==> src/rtl/port_word_collector.sv <==
// port_word_collector
//
// Sits after the serial frame receiver controller. It packs the accepted serial
// bits MSB-first into WORD_W-bit words. Each completed word is written into the
// output register of the port latched at frame start, with a one-clk valid pulse
// on that port. When a frame closes, the block reports the number of complete
// words and flags a trailing partial word.
//
// Ports:
//   clk, rst      system clock; asynchronous active-high reset
//   clk_en        bit-rate enable; nothing advances while low
//   ser_bit       serial data bit, used when ser_valid=1
//   ser_valid     one data bit per clk_en cycle while high
//   port_sel      destination port, latched with the first bit of a frame
//   frame_done    frame close strobe (coincides with the last data bit, if any)
//   data_out      port p word at [p*WORD_W +: WORD_W], held until overwritten
//   word_valid    one-clk pulse on bit p when port p's word updates
//   frame_end     one-clk pulse when a frame closes
//   frame_words   complete words in the frame just closed, saturating at 255
//   frame_err     one-clk pulse with frame_end if the frame ended mid-word
//   busy          high while a frame is being received
module port_word_collector #(
  parameter int unsigned WORD_W = 8,
  parameter int unsigned NPORTS = 4,
  localparam int unsigned PORT_W = (NPORTS > 1) ? $clog2(NPORTS) : 1
) (
  input  logic                     clk,
  input  logic                     rst,
  input  logic                     clk_en,
  input  logic                     ser_bit,
  input  logic                     ser_valid,
  input  logic [PORT_W-1:0]        port_sel,
  input  logic                     frame_done,
  output logic [NPORTS*WORD_W-1:0] data_out,
  output logic [NPORTS-1:0]        word_valid,
  output logic                     frame_end,
  output logic [7:0]               frame_words,
  output logic                     frame_err,
  output logic                     busy
);

  localparam int unsigned CNT_W = $clog2(WORD_W + 1);

  typedef enum logic [0:0] {StIdle, StRecv} state_e;

  state_e                    state_q, state_d;
  logic [WORD_W-1:0]         shreg_q, shreg_d;
  logic [CNT_W-1:0]          bit_cnt_q, bit_cnt_d;
  logic [7:0]                word_cnt_q, word_cnt_d;
  logic [PORT_W-1:0]         port_q, port_d;
  logic [NPORTS*WORD_W-1:0]  data_q, data_d;
  logic [NPORTS-1:0]         word_valid_q, word_valid_d;
  logic                      frame_end_q, frame_end_d;
  logic                      frame_err_q, frame_err_d;
  logic [7:0]                frame_words_q, frame_words_d;

  logic              accept;
  logic              close;
  logic [PORT_W-1:0] port_cur;
  logic [WORD_W-1:0] shift_word;
  logic [CNT_W-1:0]  cnt_inc;

  assign accept     = clk_en & ser_valid;
  assign close      = clk_en & frame_done;
  // The first bit of a frame is steered by the live port_sel, later bits by port_q.
  assign port_cur   = (state_q == StIdle) ? port_sel : port_q;
  assign shift_word = {shreg_q[WORD_W-2:0], ser_bit};
  assign cnt_inc    = bit_cnt_q + 1'b1;

  // State register
  always_ff @(posedge clk or posedge rst) begin
    if (rst) begin
      state_q <= StIdle;
    end else begin
      state_q <= state_d;
    end
  end

  // Next-state logic; a bit that arrives together with frame_done in IDLE
  // opens and closes a frame on the same edge, so the FSM stays in IDLE.
  always_comb begin
    state_d = state_q;
    unique case (state_q)
      StIdle: if (accept && !close) state_d = StRecv;
      StRecv: if (close)            state_d = StIdle;
      default:                      state_d = StIdle;
    endcase
  end

  // Output logic
  always_comb begin
    busy        = (state_q == StRecv);
    data_out    = data_q;
    word_valid  = word_valid_q;
    frame_end   = frame_end_q;
    frame_err   = frame_err_q;
    frame_words = frame_words_q;
  end

  // Datapath next-state: process the accepted bit first, then apply frame close.
  always_comb begin
    shreg_d       = shreg_q;
    bit_cnt_d     = bit_cnt_q;
    word_cnt_d    = word_cnt_q;
    port_d        = port_q;
    data_d        = data_q;
    frame_words_d = frame_words_q;
    word_valid_d  = '0;
    frame_end_d   = 1'b0;
    frame_err_d   = 1'b0;

    if (accept) begin
      port_d  = port_cur;
      shreg_d = shift_word;
      if (cnt_inc == CNT_W'(WORD_W)) begin
        data_d[int'(port_cur)*WORD_W +: WORD_W] = shift_word;
        word_valid_d[port_cur] = 1'b1;
        bit_cnt_d  = '0;
        word_cnt_d = (word_cnt_q != 8'hFF) ? word_cnt_q + 8'd1 : word_cnt_q;
      end else begin
        bit_cnt_d = cnt_inc;
      end
    end

    if (close) begin
      frame_end_d   = 1'b1;
      frame_words_d = word_cnt_d;
      frame_err_d   = (bit_cnt_d != '0);
      bit_cnt_d     = '0;
      word_cnt_d    = '0;
      shreg_d       = '0;
    end
  end

  always_ff @(posedge clk or posedge rst) begin
    if (rst) begin
      shreg_q       <= '0;
      bit_cnt_q     <= '0;
      word_cnt_q    <= '0;
      port_q        <= '0;
      data_q        <= '0;
      word_valid_q  <= '0;
      frame_end_q   <= 1'b0;
      frame_err_q   <= 1'b0;
      frame_words_q <= '0;
    end else begin
      shreg_q       <= shreg_d;
      bit_cnt_q     <= bit_cnt_d;
      word_cnt_q    <= word_cnt_d;
      port_q        <= port_d;
      data_q        <= data_d;
      word_valid_q  <= word_valid_d;
      frame_end_q   <= frame_end_d;
      frame_err_q   <= frame_err_d;
      frame_words_q <= frame_words_d;
    end
  end

endmodule

==> config.mk <==
export PLATFORM = sky130hd
export DESIGN_NAME = port_word_collector
export DESIGN_NICKNAME = d
export VERILOG_FILES = /design/src/rtl/port_word_collector.sv
export SDC_FILE = /design/constraint.sdc
export NUM_CORES = 1
export LEC_CHECK = 0
export ABC_AREA = 1
export CORE_ASPECT_RATIO = 0.9
export CORE_UTILIZATION = 25
export DETAILED_ROUTE_END_ITERATION = 8
export PLACE_DENSITY = 0.47
export REMOVE_ABC_BUFFERS = 1
export SLEW_MARGIN = 10
export SYNTH_ARGS = -nofsm -noshare
export SYNTH_HDL_FRONTEND = slang
export SYNTH_SLANG_ARGS = --single-unit
==> constraint.sdc <==
create_clock -name clk -period 2.6 [get_ports clk]
set_input_delay 0.52 -clock clk [delete_from_list [all_inputs] [get_ports clk]]
set_output_delay 0.52 -clock clk [all_outputs]
set_load 0.05 [all_outputs]
==> flow_summary.json <==
{
  "post_synth_most_frequent_cells": "98 x nand2_1, 68 x dfrtp_1, 39 x o21ai_0, 35 x inv_1, 30 x nand4_1",
  "pin_count": 55,
  "fin_crit_ns": 2.14,
  "hold_viol_final": 0,
  "leakagePower_nw": 2.21,
  "placement.setup.worst_slack_ns": 0.237,
  "worst_hold_path.num_cells": 2,
  "synth.most_common_cell": "nand2_1",
  "reg2reg_from": "busy$_DFF_PP0_",
  "detail_route.first_pass.iterations": 4,
  "unrepaired_setup_endpoints_after_global_routing": "false",
  "portBuffers": 54,
  "count_of_antenna_diodes_in_the_layout": 0,
  "place.gp.congestion": 0.792,
  "count_of_final_max_slew_check_failures": 0,
  "r2r_depth": 10,
  "drv.max_cap_violation_count": 0,
  "design.final.nets": 440,
  "synth-seq-cells": 68,
  "max_clock_freq_ghz": 0.468,
  "fillers": 1244,
  "report.final.setup_viol": 0,
  "antenna_violating_nets_post_route": 0,
  "clk_transition_reported_paths_ns": 0.06,
  "hold_path_end": "frame_words[2]$_DFFE_PP0P_",
  "yosys.area_share.xor_xnor_pct": 0.274,
  "syn_area_per_cell_um2": 8.84,
  "initial_core_util_pct": 26.1,
  "fin_worst_hold_slack_ns": 0.478,
  "cts_hold_buffers": 0,
  "post_cts_resized": 0,
  "detail_route.wirelength_um": 8060,
  "cts_sinks": 68,
  "critPathArrivalTime_ns": 1.62,
  "postSynthCellCount": 362,
  "rrSetupSlack_ns": 0.50,
  "seq_area_frac_synth_pct": 53.2,
  "grt_first_pass_wirelength_um": 13200,
  "timing.critical_path.cells": "clkdlybuf4s50_1",
  "synth.largest_area_cell": "dfrtp_1",
  "yosysUniqueCellTypes": 26,
  "cpMaxStageDelayCell": "clkdlybuf4s50_1",
  "synth_mux_area_share_pct": 0,
  "cts_tree": "built",
  "tritoncts.num_buffers": 9,
  "skew_ns": 0.00638,
  "first_global_vias": 2496,
  "r2r_end": "data_out[7]$_DFFE_PP0P_",
  "register_area_um2": 1700,
  "worstSetupStartpointType": "flop",
  "adder_cell_share_of_the_synthesized_area_pct": 2.74,
  "endpoint_kind": "output pin",
  "crit_family": "buffers and inverters",
  "total_cell_area_at_the_placement_stage_um2": 3970,
  "detailedPlacementHpwl_um": 5580,
  "drt_drc_violations_left": 0,
  "finalPower_mw": 2.76,
  "cp_data_required_time_ns": 2.08,
  "post_synth_and_or_nand_nor_area_fraction_pct": 29.1,
  "detailedRoute.firstIterationViolations": 125,
  "cts_post_setup_buffers_inserted": 0,
  "worstSetupPathType": "reg2out",
  "synth_top_cell_area_share_pct": 53.2,
  "flow.area_growth_from_synthesis_pct": 34.1,
  "run_status": "completed",
  "grtUsageTotal_pct": 13.3,
  "critPathMaxFanout": 5,
  "synth_edf_count": 0,
  "fp-row-count": 38,
  "timing.hold.worst.start": "frame_words[2]$_DFFE_PP0P_",
  "place_inst": 574,
  "grt_start_max_net_pins": 69,
  "final_worst_path_period_share_pct": 82.2,
  "fin_area_um2": 4290,
  "dominant_combinational_cell_family_by_area_after_synthesis": "simple AND/OR/NAND/NOR gates",
  "antenna_violations_before_repair": 0,
  "synth_async_sr_flop_share_pct": 100,
  "syn_area_um2": 3200,
  "yosys_warnings": 0,
  "die_area_um2": 13300,
  "synth_ff_type": "dfrtp_1",
  "layoutNonFillerInstCount": 589,
  "cts_buffer_depth": 2,
  "fp.coreArea_um2": 12300,
  "pwr_density_cell_nw_per_um2": 642,
  "die-height_um": 109,
  "synth_compound_gate_area_share_pct": 8.41,
  "post-route-util_pct": 35.0,
  "share_of_layout_cells_above_drive_strength_1_pct": 9.09,
  "setup_total_negative_slack_ns": 0,
  "power.ir.vdd_worst_v": 0.000263,
  "clock_tree.htree_level_count": 3,
  "finalWorstSetupSlack_ns": 0.464,
  "total_area_of_multi_input_combinational_cells_um2": 1300,
  "dr_total_vias": 2638,
  "die_w_um": 121,
  "cts.root.buffer_cell": "clkbuf_16",
  "globalRouteOverflowTotal": 0,
  "worstMarginPinSlew_ns": 0.651,
  "detail_route.wl_per_cell_um": 13.7,
  "timing.max_slew.rel_slack_pct": 56.6,
  "cpPeakStageDelay_ns": 0.84,
  "post_drt_via_cell_ratio": 4.48,
  "path_buf_inv": 1,
  "yosys-top-cells-area": "dfrtp_1 53%, nand2_1 11%, o21ai_0 6.1%",
  "clk-insertion-delay-late_ns": 0.34,
  "tightest_hold_check_type": "reg2reg"
}
==> state kept, by name, summed over array words and instances, names as in the netlist <==
name / cells
data_out: 32
frame_err: 1
shreg_q: 7
frame_words: 8
bit_cnt_q: 4
port_q: 2
word_valid: 4
busy: 1
word_cnt_q: 8
frame_end: 1
==> power breakdown <==
part | switching (mW) | internal, mW | total, mW
Clock | 0.452 | 0.884 | 1.34
Combinational | 0.222 | 0.0901 | 0.312
Sequential | 0.0263 | 1.08 | 1.11
Total | 0.700 | 2.06 | 2.76
==> routing by layer <==
layer,vias to the layer above,part of all wire (%),GRT usage [%]
met5,-,0,0
li1,1338,-,-
met3,11,4.0,3.53
met2,51,41,18.1
met1,1238,53,19.4
met4,0,2.0,6.35
==> placed cells by master, fill, tap and decap left out <==
cell / synthesis / final
o22ai_1: 6 / 6
nor3_1: 5 / 5
buf_12: 1 / 2
nor2_2: 2 / 2
nor2_1: 20 / 20
clkbuf_16: 0 / 9
nand2_1: 98 / 98
nand4_1: 30 / 30
a21oi_1: 5 / 5
bufinv_16: 0 / 2
clkinv_1: 2 / 2
nor2_8: 5 / 5
o21bai_2: 1 / 1
nand2_2: 1 / 1
or2_2: 1 / 1
nor3b_1: 1 / 1
dfrtp_1: 68 / 68
xnor2_1: 1 / 1
clkbuf_8: 0 / 2
ha_1: 7 / 7
inv_2: 1 / 2
clkinvlp_4: 0 / 1
nand3_2: 2 / 2
nand3_1: 20 / 20
clkdlybuf4s50_1: 0 / 54
nand2_4: 2 / 2
buf_4: 0 / 6
o21ai_0: 39 / 39
clkinv_2: 0 / 1
inv_1: 35 / 34
==> cell families after synthesis <==
kind of cell               after synthesis
xor gates and xnor gates                 1
DFF                                     68
AOI/OAI and AO/OA                       51
and+or+nand+nor                        187
buffers and inverters                   48
adders and majority gates                7
==> worst register-to-register path, stage by stage, from the launching register on <==
cell     delay (ns)
dfrtp_1        0.45
inv_1          0.07
or2_2          0.27
o21ai_0        0.08
buf_4          0.16
ha_1           0.24
inv_1          0.16
nand2_1        0.19
nor2_1         0.22
nand3_1        0.11
nand2_1        0.08
==> cell type report <==
class | instances | share of cell area (%)
inverter | 38 | 3.32
clock inverter | 4 | 1.69
tap | 160 | 4.66
clock buffer | 11 | 5.89
multi-input combinational | 246 | 30.2
timing repair buffer | 62 | 14.6
sequential | 68 | 39.7
==> worst max-delay path by stage <==
stage	start	to	cells after the start
2_1_floorplan	busy$_DFF_PP0_	data_out[13]$_DFFE_PP0P_	8
3_3_place_gp	port_sel[0]	data_out[6]$_DFFE_PP0P_	10
3_5_place_dp	port_sel[1]	data_out[6]$_DFFE_PP0P_	9
4_1_cts	busy$_DFF_PP0_	busy	1
5_1_grt	busy$_DFF_PP0_	data_out[7]$_DFFE_PP0P_	10
6_report	busy$_DFF_PP0_	busy	1
Note: power is estimated with default switching activity, not from simulation.
